`src/rtl/spi_upload_rx_pkg.sv`:
```
// Purpose: shared constants and FSM encoding for the SPI program-upload receiver.
// Latency: n/a (declarations only).
// Backpressure: n/a; the upload path has no stall input.
package spi_upload_rx_pkg;

    // Command bytes sent by the ARM controller.
    localparam logic [7:0]  CMD_FILE_TX_DEF   = 8'h53;
    localparam logic [7:0]  CMD_FILE_DATA_DEF = 8'h54;

    // Chip-8 programs load at 0x200.
    localparam logic [11:0] START_ADDR_DEF    = 12'h200;
    localparam int          SYNC_STAGES_DEF   = 2;

    // Last writable address; writing here ends the transfer's address range.
    localparam logic [11:0] LAST_ADDR         = 12'hFFF;

    typedef enum logic [2:0] {
        ST_IDLE  = 3'd0,
        ST_CMD   = 3'd1,
        ST_PARAM = 3'd2,
        ST_DATA  = 3'd3,
        ST_SKIP  = 3'd4
    } state_t;

endpackage

```
`src/rtl/spi_upload_rx_if.sv`:
```
// Purpose: upload bus from the SPI receiver to the chip8 machine, plus status.
// Latency: n/a (wires only).
// Backpressure: none; the consumer must accept every upload_en strobe.
// Ports: uploading, upload_en, upload_a, upload_d, overflow, byte_count.
interface spi_upload_rx_if;
    logic        uploading;
    logic        upload_en;
    logic [11:0] upload_a;
    logic [7:0]  upload_d;
    logic        overflow;
    logic [12:0] byte_count;

    modport master (
        output uploading, upload_en, upload_a, upload_d, overflow, byte_count
    );

    modport slave (
        input uploading, upload_en, upload_a, upload_d, overflow, byte_count
    );
endinterface

```
`src/rtl/spi_upload_rx_bit_sync.sv`:
```
// Purpose: oversample SPI pins, detect SCK rising edges, assemble MSB-first bytes.
// Latency: byte_valid rises SYNC_STAGES+1 clk after the physical 8th SCK rise.
// Backpressure: none; byte_valid is a one-clk pulse that must be taken when seen.
// Ports: clk/res_n; spi_sck/spi_ss/spi_di raw pins; sck_rise, ss_active, byte_valid, rx_byte.
module spi_bit_sync #(
    parameter int SYNC_STAGES = 2
) (
    input  logic       clk,
    input  logic       res_n,
    input  logic       spi_sck,
    input  logic       spi_ss,
    input  logic       spi_di,
    output logic       sck_rise,
    output logic       ss_active,
    output logic       byte_valid,
    output logic [7:0] rx_byte
);

    logic [SYNC_STAGES-1:0] sck_sync_q, sck_sync_d;
    logic [SYNC_STAGES-1:0] ss_sync_q,  ss_sync_d;
    logic [SYNC_STAGES-1:0] di_sync_q,  di_sync_d;
    logic                   sck_prev_q, sck_prev_d;
    logic [7:0]             shift_q,    shift_d;
    logic [2:0]             bit_cnt_q,  bit_cnt_d;
    logic                   byte_valid_q, byte_valid_d;
    logic [7:0]             rx_byte_q,  rx_byte_d;

    logic sck_s, ss_s, di_s, rise;

    assign sck_s = sck_sync_q[SYNC_STAGES-1];
    assign ss_s  = ss_sync_q[SYNC_STAGES-1];
    assign di_s  = di_sync_q[SYNC_STAGES-1];
    assign rise  = sck_s & ~sck_prev_q;

    always_comb begin
        sck_sync_d   = {sck_sync_q[SYNC_STAGES-2:0], spi_sck};
        ss_sync_d    = {ss_sync_q[SYNC_STAGES-2:0],  spi_ss};
        di_sync_d    = {di_sync_q[SYNC_STAGES-2:0],  spi_di};
        sck_prev_d   = sck_s;
        shift_d      = shift_q;
        bit_cnt_d    = bit_cnt_q;
        byte_valid_d = 1'b0;
        rx_byte_d    = rx_byte_q;
        if (ss_s) begin
            // Deselect drops any partial byte.
            bit_cnt_d = 3'd0;
        end else if (rise) begin
            shift_d   = {shift_q[6:0], di_s};
            bit_cnt_d = bit_cnt_q + 3'd1;
            if (bit_cnt_q == 3'd7) begin
                byte_valid_d = 1'b1;
                rx_byte_d    = {shift_q[6:0], di_s};
            end
        end
    end

    // Sync chains reset to the idle pin levels (SCK low, SS deasserted) so
    // reset release never fakes an edge or a select.
    always_ff @(posedge clk or negedge res_n) begin
        if (!res_n) begin
            sck_sync_q   <= '0;
            ss_sync_q    <= '1;
            di_sync_q    <= '0;
            sck_prev_q   <= 1'b0;
            shift_q      <= 8'h00;
            bit_cnt_q    <= 3'd0;
            byte_valid_q <= 1'b0;
            rx_byte_q    <= 8'h00;
        end else begin
            sck_sync_q   <= sck_sync_d;
            ss_sync_q    <= ss_sync_d;
            di_sync_q    <= di_sync_d;
            sck_prev_q   <= sck_prev_d;
            shift_q      <= shift_d;
            bit_cnt_q    <= bit_cnt_d;
            byte_valid_q <= byte_valid_d;
            rx_byte_q    <= rx_byte_d;
        end
    end

    assign sck_rise   = rise & ~ss_s;
    assign ss_active  = ~ss_s;
    assign byte_valid = byte_valid_q;
    assign rx_byte    = rx_byte_q;

endmodule

```
`src/rtl/spi_upload_rx.sv`:
```
// Purpose: SPI slave decoding MiST file-transfer commands into chip8 byte writes.
// Latency: upload_en fires SYNC_STAGES+2 clk after the 8th SCK rise of a data byte.
// Backpressure: none; SCK <= clk/4 guarantees strobes are never back to back.
// Ports: clk/res_n; spi_sck/spi_ss/spi_di pins; up (master) carries the upload bus and status.
module spi_upload_rx
    import spi_upload_rx_pkg::*;
#(
    parameter logic [11:0] START_ADDR    = START_ADDR_DEF,
    parameter int          SYNC_STAGES   = SYNC_STAGES_DEF,
    parameter logic [7:0]  CMD_FILE_TX   = CMD_FILE_TX_DEF,
    parameter logic [7:0]  CMD_FILE_DATA = CMD_FILE_DATA_DEF
) (
    input  logic             clk,
    input  logic             res_n,
    input  logic             spi_sck,
    input  logic             spi_ss,
    input  logic             spi_di,
    spi_upload_rx_if.master  up
);

    logic       sck_rise, ss_active, byte_valid;
    logic [7:0] rx_byte;

    spi_bit_sync #(.SYNC_STAGES(SYNC_STAGES)) u_bit_sync (
        .clk        (clk),
        .res_n      (res_n),
        .spi_sck    (spi_sck),
        .spi_ss     (spi_ss),
        .spi_di     (spi_di),
        .sck_rise   (sck_rise),
        .ss_active  (ss_active),
        .byte_valid (byte_valid),
        .rx_byte    (rx_byte)
    );

    state_t      state_q, state_d;
    logic        uploading_q,  uploading_d;
    logic        upload_en_q,  upload_en_d;
    logic [11:0] upload_a_q,   upload_a_d;
    logic [7:0]  upload_d_q,   upload_d_d;
    logic        overflow_q,   overflow_d;
    logic [12:0] byte_count_q, byte_count_d;

    logic byte_in;
    assign byte_in = byte_valid & ss_active;

    // State register.
    always_ff @(posedge clk or negedge res_n) begin
        if (!res_n) state_q <= ST_IDLE;
        else        state_q <= state_d;
    end

    // Next-state logic.
    always_comb begin
        state_d = state_q;
        if (!ss_active) begin
            state_d = ST_IDLE;
        end else begin
            unique case (state_q)
                ST_IDLE:  if (sck_rise) state_d = ST_CMD;
                ST_CMD: begin
                    if (byte_in) begin
                        if (rx_byte == CMD_FILE_TX)        state_d = ST_PARAM;
                        else if (rx_byte == CMD_FILE_DATA) state_d = ST_DATA;
                        else                               state_d = ST_SKIP;
                    end
                end
                ST_PARAM: if (byte_in) state_d = ST_SKIP;
                ST_DATA:  state_d = ST_DATA;
                ST_SKIP:  state_d = ST_SKIP;
                default:  state_d = ST_IDLE;
            endcase
        end
    end

    // Output / datapath logic.
    always_comb begin
        uploading_d  = uploading_q;
        upload_en_d  = 1'b0;
        upload_a_d   = upload_a_q;
        upload_d_d   = upload_d_q;
        overflow_d   = overflow_q;
        byte_count_d = byte_count_q;

        // Address and count advance the cycle after a strobe, so upload_a
        // stays stable while upload_en is high. The top address is never
        // passed; instead further writes are blocked by overflow.
        if (upload_en_q) begin
            byte_count_d = byte_count_q + 13'd1;
            if (upload_a_q == LAST_ADDR) overflow_d = 1'b1;
            else                         upload_a_d = upload_a_q + 12'd1;
        end

        if (byte_in) begin
            if (state_q == ST_PARAM) begin
                if (rx_byte != 8'h00) begin
                    uploading_d  = 1'b1;
                    upload_a_d   = START_ADDR;
                    byte_count_d = 13'd0;
                    overflow_d   = 1'b0;
                end else begin
                    uploading_d  = 1'b0;
                end
            end else if (state_q == ST_DATA && uploading_q && !overflow_q) begin
                upload_en_d = 1'b1;
                upload_d_d  = rx_byte;
            end
        end
    end

    always_ff @(posedge clk or negedge res_n) begin
        if (!res_n) begin
            uploading_q  <= 1'b0;
            upload_en_q  <= 1'b0;
            upload_a_q   <= START_ADDR;
            upload_d_q   <= 8'h00;
            overflow_q   <= 1'b0;
            byte_count_q <= 13'd0;
        end else begin
            uploading_q  <= uploading_d;
            upload_en_q  <= upload_en_d;
            upload_a_q   <= upload_a_d;
            upload_d_q   <= upload_d_d;
            overflow_q   <= overflow_d;
            byte_count_q <= byte_count_d;
        end
    end

    assign up.uploading  = uploading_q;
    assign up.upload_en  = upload_en_q;
    assign up.upload_a   = upload_a_q;
    assign up.upload_d   = upload_d_q;
    assign up.overflow   = overflow_q;
    assign up.byte_count = byte_count_q;

endmodule
```
`src/flat_wrapper.sv`:
```
// flat-port wrapper written by rule: the top's interface ports become plain ports
module spi_upload_rx_flat import spi_upload_rx_pkg::*;
#(
    parameter logic [11:0] START_ADDR    = START_ADDR_DEF,
    parameter int          SYNC_STAGES   = SYNC_STAGES_DEF,
    parameter logic [7:0]  CMD_FILE_TX   = CMD_FILE_TX_DEF,
    parameter logic [7:0]  CMD_FILE_DATA = CMD_FILE_DATA_DEF
)
  (clk, res_n, spi_sck, spi_ss, spi_di, up_uploading, up_upload_en, up_upload_a, up_upload_d, up_overflow, up_byte_count);
  spi_upload_rx_if up_i ();
  input  logic clk;
  input  logic res_n;
  input  logic spi_sck;
  input  logic spi_ss;
  input  logic spi_di;
  output wire logic [$bits(up_i.uploading)-1:0] up_uploading;
  output wire logic [$bits(up_i.upload_en)-1:0] up_upload_en;
  output wire logic [$bits(up_i.upload_a)-1:0] up_upload_a;
  output wire logic [$bits(up_i.upload_d)-1:0] up_upload_d;
  output wire logic [$bits(up_i.overflow)-1:0] up_overflow;
  output wire logic [$bits(up_i.byte_count)-1:0] up_byte_count;
  assign up_uploading = up_i.uploading;
  assign up_upload_en = up_i.upload_en;
  assign up_upload_a = up_i.upload_a;
  assign up_upload_d = up_i.upload_d;
  assign up_overflow = up_i.overflow;
  assign up_byte_count = up_i.byte_count;
  spi_upload_rx #(.START_ADDR(START_ADDR), .SYNC_STAGES(SYNC_STAGES), .CMD_FILE_TX(CMD_FILE_TX), .CMD_FILE_DATA(CMD_FILE_DATA)) u_core (.clk(clk), .res_n(res_n), .spi_sck(spi_sck), .spi_ss(spi_ss), .spi_di(spi_di), .up(up_i));
endmodule
```
`config.mk`:
```
export PLATFORM = sky130hd
export DESIGN_NAME = spi_upload_rx_flat
export DESIGN_NICKNAME = d
export VERILOG_FILES = /design/src/rtl/spi_upload_rx_pkg.sv /design/src/rtl/spi_upload_rx_if.sv /design/src/rtl/spi_upload_rx_bit_sync.sv /design/src/rtl/spi_upload_rx.sv /design/src/flat_wrapper.sv
export SDC_FILE = /design/constraint.sdc
export NUM_CORES = 1
export LEC_CHECK = 0
export BUFFER_PORTS_ARGS = -buffer_cell sky130_fd_sc_hd__buf_2
export CAP_MARGIN = 20
export CORE_ASPECT_RATIO = 1.75
export CORE_UTILIZATION = 56
export CTS_CLUSTER_SIZE = 10
export DETAILED_ROUTE_END_ITERATION = 8
export PLACE_DENSITY = 0.78
export SYNTH_ARGS = -nofsm -noshare
export SYNTH_HDL_FRONTEND = slang
export SYNTH_SLANG_ARGS = --single-unit
```
`constraint.sdc`:
```
create_clock -name clk -period 2.35 [get_ports clk]
set_clock_uncertainty 0.2 [all_clocks]
set_input_delay 0.47 -clock clk [delete_from_list [all_inputs] [get_ports clk]]
set_output_delay 0.47 -clock clk [all_outputs]
set_load 0.01 [all_outputs]
```
## Word level (Yosys, flattened, before mapping)

Index checks and enable logic that the tools add are counted.

| storage, ports and cells | value |
|---|---|
| register bits after elaboration | 65 |
| output and inout port bits | 36 |
| word-level logic and storage cells | 76 |

| operators by class | value |
|---|---|
| add/subtract/negate cells | 3 |
| equal/unequal tests | 11 |
| multiplexer cells | 30 |
| bitwise operators | 6 |
| reduce and logical (&&, ||, !) cells | 11 |

Operators by type and width:

| operator | number |
|---|---|
| $mux W12 | 5 |
| $mux W13 | 4 |
| $mux W3 | 8 |
| $eq A8 B7 Y1 const B | 2 |
| $pmux W3 S5 | 1 |
| $add A13 B1 Y13 const B | 1 |
| $add A12 B1 Y12 const B | 1 |
| $eq A12 B12 Y1 const B | 1 |
| $mux W1 | 12 |
| $ne A3 B2 Y1 const B | 3 |
| $reduce_and A3 Y1 | 3 |
| $reduce_bool A8 Y1 | 1 |
| $eq A3 B2 Y1 const B | 2 |
| $eq A3 B3 Y1 const B | 2 |
| $reduce_and A2 Y1 | 2 |
| $add A3 B1 Y3 const B | 1 |
| $and A1 B1 Y1 | 3 |
| $eq A3 B1 Y1 const B | 1 |
| $logic_not A3 Y1 | 1 |
| $not A1 Y1 | 3 |
| $logic_and A1 B1 Y1 | 2 |
| $reduce_bool A2 Y1 | 1 |
| $logic_not A1 Y1 | 1 |

## Logic depth before layout (Yosys ltp)

| logic depth | value |
|---|---|
| depth in word-level cells | 6 |
| mapped depth | 6 |
| mapped depth without buffers | 5 |

## By module

A second synthesis with hierarchy kept.

| second synthesis, totals | value |
|---|---|
| cells, all modules | 242 |
| area total of the unflattened synthesis | 2967.8 um2 |

Modules (own cells, without submodules):

| module | instances | cells each | area each (um2) | sequential area each (um2) |
|---|---|---|---|---|
| spi_upload_rx | 1 | 187 | 1986.9 | 977.2 |
| spi_bit_sync | 1 | 55 | 980.9 | 653.1 |

## Worst setup path after synthesis

No wires, ideal clock.

| path | value |
|---|---|
| path type | reg2reg |
| from | reg u_core.u_bit_sync.sck_prev_q |
| to | reg u_core.u_bit_sync.rx_byte_q[0] (netlist: u_core.u_bit_sync.rx_byte[0]) |
| library setup time | 0.125 ns |
| arrival | 1.521 ns |
| data required time | 2.025 ns |
| path slack | 0.504 ns |
| stages on the path, launching flop included | 7 |
| path buffers | 2 |
| path through | dfrtp_1 -> nand2b_1 -> buf_2 -> nor2_2 -> and2_1 -> buf_2 -> mux2_2 |

| between the ends | value |
|---|---|
| word-level cells in the longest chain between the ends | 3 |

RTL lines:

| element | RTL line | text |
|---|---|---|
| start, declared | spi_upload_rx_bit_sync.sv:22 | `logic sck_prev_q, sck_prev_d;` |
| start signal, assigned | spi_upload_rx_bit_sync.sv:73 | `sck_prev_q <= sck_prev_d;` |
| $not A1 Y1 | spi_upload_rx_bit_sync.sv:33 | `assign rise = sck_s & ~sck_prev_q;` |
| $and A1 B1 Y1 | spi_upload_rx_bit_sync.sv:33 |  |
| $reduce_and A3 Y1 (no source line) | - |  |
| end signal, assigned | spi_upload_rx_bit_sync.sv:77 | `rx_byte_q <= rx_byte_d;` |
| end, declared | spi_upload_rx_bit_sync.sv:26 | `logic [7:0] rx_byte_q, rx_byte_d;` |

Every way passes these cells.
A chain may end at the register's enable or synchronous reset.

## Worst setup path after layout

| path | value |
|---|---|
| from | reg u_core.state_q[2] |
| to | reg u_core.upload_d_q[6] (netlist: u_core.up.upload_d[6]) |

| between the ends | value |
|---|---|
| word-level cells in the longest chain between the ends | 4 |
| elaborated cells between the ends (all ways) | 6 |

RTL lines:

| element | RTL line | text |
|---|---|---|
| start, declared | spi_upload_rx.sv:36 | `state_t state_q, state_d;` |
| start signal, assigned | spi_upload_rx.sv:50 | `else state_q <= state_d;` |
| $eq A3 B2 Y1 | spi_upload_rx.sv:104 | `end else if (state_q == ST_DATA && uploading_q && !overflow_q) begin` |
| $logic_and A1 B1 Y1 (2 in series) | spi_upload_rx.sv:104 |  |
| $reduce_and A3 Y1 (no source line) (*) | - |  |
| end signal, assigned | spi_upload_rx.sv:123 | `upload_d_q <= upload_d_d;` |
| end, declared | spi_upload_rx.sv:40 | `logic [7:0] upload_d_q, upload_d_d;` |

Mark *: on every way between the ends. The rest lies on a longest branch, timed or not.

==> results.toml <==
[floorplan]
floorplan.initialDensity_pct = 59.5
die_area_mm2 = 0.00535
die_x_um = 55.7
ios = 41
die_h_um = 96.0
rows = 33
core_region_area_mm2 = 0.00475

[cts]
postCtsHoldBufs = 1
path_clk_slew_ps = 70
cts_buffer_depth = 2
cts_resized = 0
cts.sinks = 65
cts_max_level = 3
cts_tree = "done"
cts_setup_buffers = 0
cts_root_buffer = "clkbuf_8"
numCtsBuffers = 9
clock_latency_ps = 330

[pwr]
ir_worst_vdd_v = 0.000811
p_total_w = 0.00210
leakagePower_nw = 1.69
power_density_mw_per_mm2 = 636

[drt]
drt-initial-drc-count = 88
vias = 1968
drtPass1Iterations = 4
routed_wl_mm = 5.27
wire_per_inst_um = 15.2
ant_nets = 0
vias_per_cell = 5.67
route.detailed.drc = 0

[timing]
setup_viol = 0
drv_slew = 0
rsz0062_at_grt = "false"
timing.fmax_mhz = 506
timing.final.crit_period_ps = 1980
slew_headroom_pct = 59.4
fin_crit_sh_pct = 84.2
setup_tns_ps = 0
tightest_slew_ps = 607
hold_viol_final = 0
hold_slack_ps = 33.4

[logic_synthesis]
synth_top_area_cell = "dfrtp_1"
synth_edf_count = 0
ys_seq_area_share_pct = 57.7
synth_area_mm2 = 0.00283
synth_cells = 238
syn_avg_cell_area_um2 = 11.9
synth_top_area_share_pct = 54.9
synthTopCellsByArea = "dfrtp_1 55%, mux2_2 9.6%, nor2_1 4.4%, xnor2_1 3.1%, dfstp_2 2.8%"
ys_warn_count = 0
synth_flop_cell = "dfrtp_1"
synth.distinct_cells = 39
ys_ff_latch = 65
ys_async_sr_fraction_pct = 100
syn_nets = 247

[worst_hold_path]
hp-class = "input pin to flip-flop"
min_from = "spi_ss"

[outcome]
run_status = "finished, final reports clean"

[critical_path]
r2r_slack_ps = 370
end_kind = "flip-flop"
path_max_fanout = 9
crit_arrival_ps = 1990
r2r_start = "u_core.state_q[2]"
required_ps = 2360
critPathSlowestCell = "nor4b_4"
cpPeakStageDelay_ps = 580
start_kind = "flip-flop"
path_delay_family = "simple AND/OR/NAND/NOR gates"
crit_chain = "nor2_2, nand2_2, nor4b_4, mux2_2"
cp-startpoint = "u_core.state_q[2]"
worst-path-buf-inv = 0
critical_path_class = "flip-flop to flip-flop"

[place]
place.port_buffers = 40
place_hpwl_mm = 3.64
dpl_cell_area_mm2 = 0.00312
gp_congestion = 0.788

[finish]
multi_input_area_mm2 = 0.00114
syn2layout_area_growth_pct = 16.6
nets = 300
fin_area_mm2 = 0.00330
seq_area_mm2 = 0.00163
final.fill_count = 357
antennaDiodeCount = 0
drive_gt1_share_pct = 31.2

[global_routing]
grt_remaining_overflow = 0
grt_antenna_before_repair = 0
grt_pass1_vias = 1955
grt_pass1_wl_mm = 8.87
grt_max_degree = 66
track_usage_pct = 22.0

[job]
cap_violations = 0
-- worst register-to-register path, stage by stage, from the launching register on --
cell     delay, ps
dfrtp_1        390
nor2_2         180
nand2_2         90
nor4b_4        580
mux2_2         420
-- per-layer routing --
| layer | track usage (%) | vias to the layer above | share of wire [%] |
|---|---|---|---|
| met5 | 0 | - | 0 |
| met3 | 2.96 | 11 | 3.5 |
| met2 | 37.4 | 48 | 54 |
| li1 | - | 950 | - |
| met4 | 14.4 | 0 | 2.0 |
| met1 | 26.1 | 959 | 41 |
-- cell usage in the layout, fill, tap and decap left out, types with 2 or more instances in the layout --
master / count
dfrtp_1: 62
buf_2: 40
nor2_1: 33
mux2_2: 24
nand4_1: 10
xnor2_1: 10
clkbuf_8: 10
nand2_1: 9
nand3_1: 8
nor3_1: 7
inv_1: 7
xor2_1: 7
mux2i_1: 6
a21oi_1: 5
buf_4: 5
nor4_1: 4
ha_1: 4
clkinv_2: 4
and4_1: 3
and3_1: 3
nand2b_1: 3
o21ai_0: 3
dfstp_2: 3
nor2_2: 2
or3_1: 2
o31ai_1: 2
-- final timing paths --
check,cells after the start,endpoint
max in group asynchronous,3,u_core.up.upload_a[9]
max,4,u_core.up.upload_d[6]
max reg2reg,4,u_core.up.upload_d[6]
min,1,u_core.u_bit_sync.ss_sync_q[0]
min in group asynchronous,3,u_core.up.upload_a[11]
min reg2reg,0,u_core.u_bit_sync.di_sync_q[1]
-- flip-flops by register name (all words and copies together), names as in the netlist, 3 cells and up --
| name | cells |
|---|---|
| u_core.u_bit_sync.shift_q | 7 |
| u_core.up.upload_a | 12 |
| u_core.up.upload_d | 8 |
| u_core.up.byte_count | 13 |
| u_core.state_q | 3 |
| u_core.u_bit_sync.bit_cnt_q | 3 |
| u_core.u_bit_sync.rx_byte | 8 |
-- kinds of logic (layout without fill, tap and decap cells) --
group | Yosys count | count (layout) | synth area share (%)
buf+inv | 12 | 69 | 1.81
xor+xnor | 17 | 17 | 5.27
compound gates | 19 | 19 | 4.87
mux | 30 | 30 | 11.7
fa+ha+maj | 4 | 4 | 1.77
simple gates | 91 | 91 | 16.9
flops | 65 | 65 | 57.7
-- layout make-up --
cell class / count / share of cell area, %
timing repair buffer: 47 / 8.12
clock buffer: 11 / 4.29
sequential: 65 / 49.5
multi-input combinational: 161 / 34.7
clock inverter: 4 / 0.607
inverter: 7 / 0.797
tap: 52 / 1.97
-- synth_stat cells, types with 4 or more instances --
cell	number
nand4_1	10
nand3_1	8
buf_2	5
nor3_1	7
mux2i_1	6
nor2_1	33
nor4_1	4
inv_1	7
nand2_1	9
a21oi_1	5
ha_1	4
xor2_1	7
xnor2_1	10
mux2_2	24
dfrtp_1	62
-- metrics by stage --
stage                     cells  setup slack (ps)  util, %
after detailed placement    331               370     65.8
after CTS                   347               373     69.4
after global routing        347               291     69.4
after floorplan             238               504        -
final                       347               372     69.4
after global placement      331               436     65.8
-- power by group --
part | switching (W) | leakage (nW) | internal, W
Combinational | 0.0000417 | 0.728 | 0.0000505
Sequential | 0.0000369 | 0.873 | 0.00118
Clock | 0.000390 | 0.0887 | 0.000398
(Power assumes the default switching activity.)
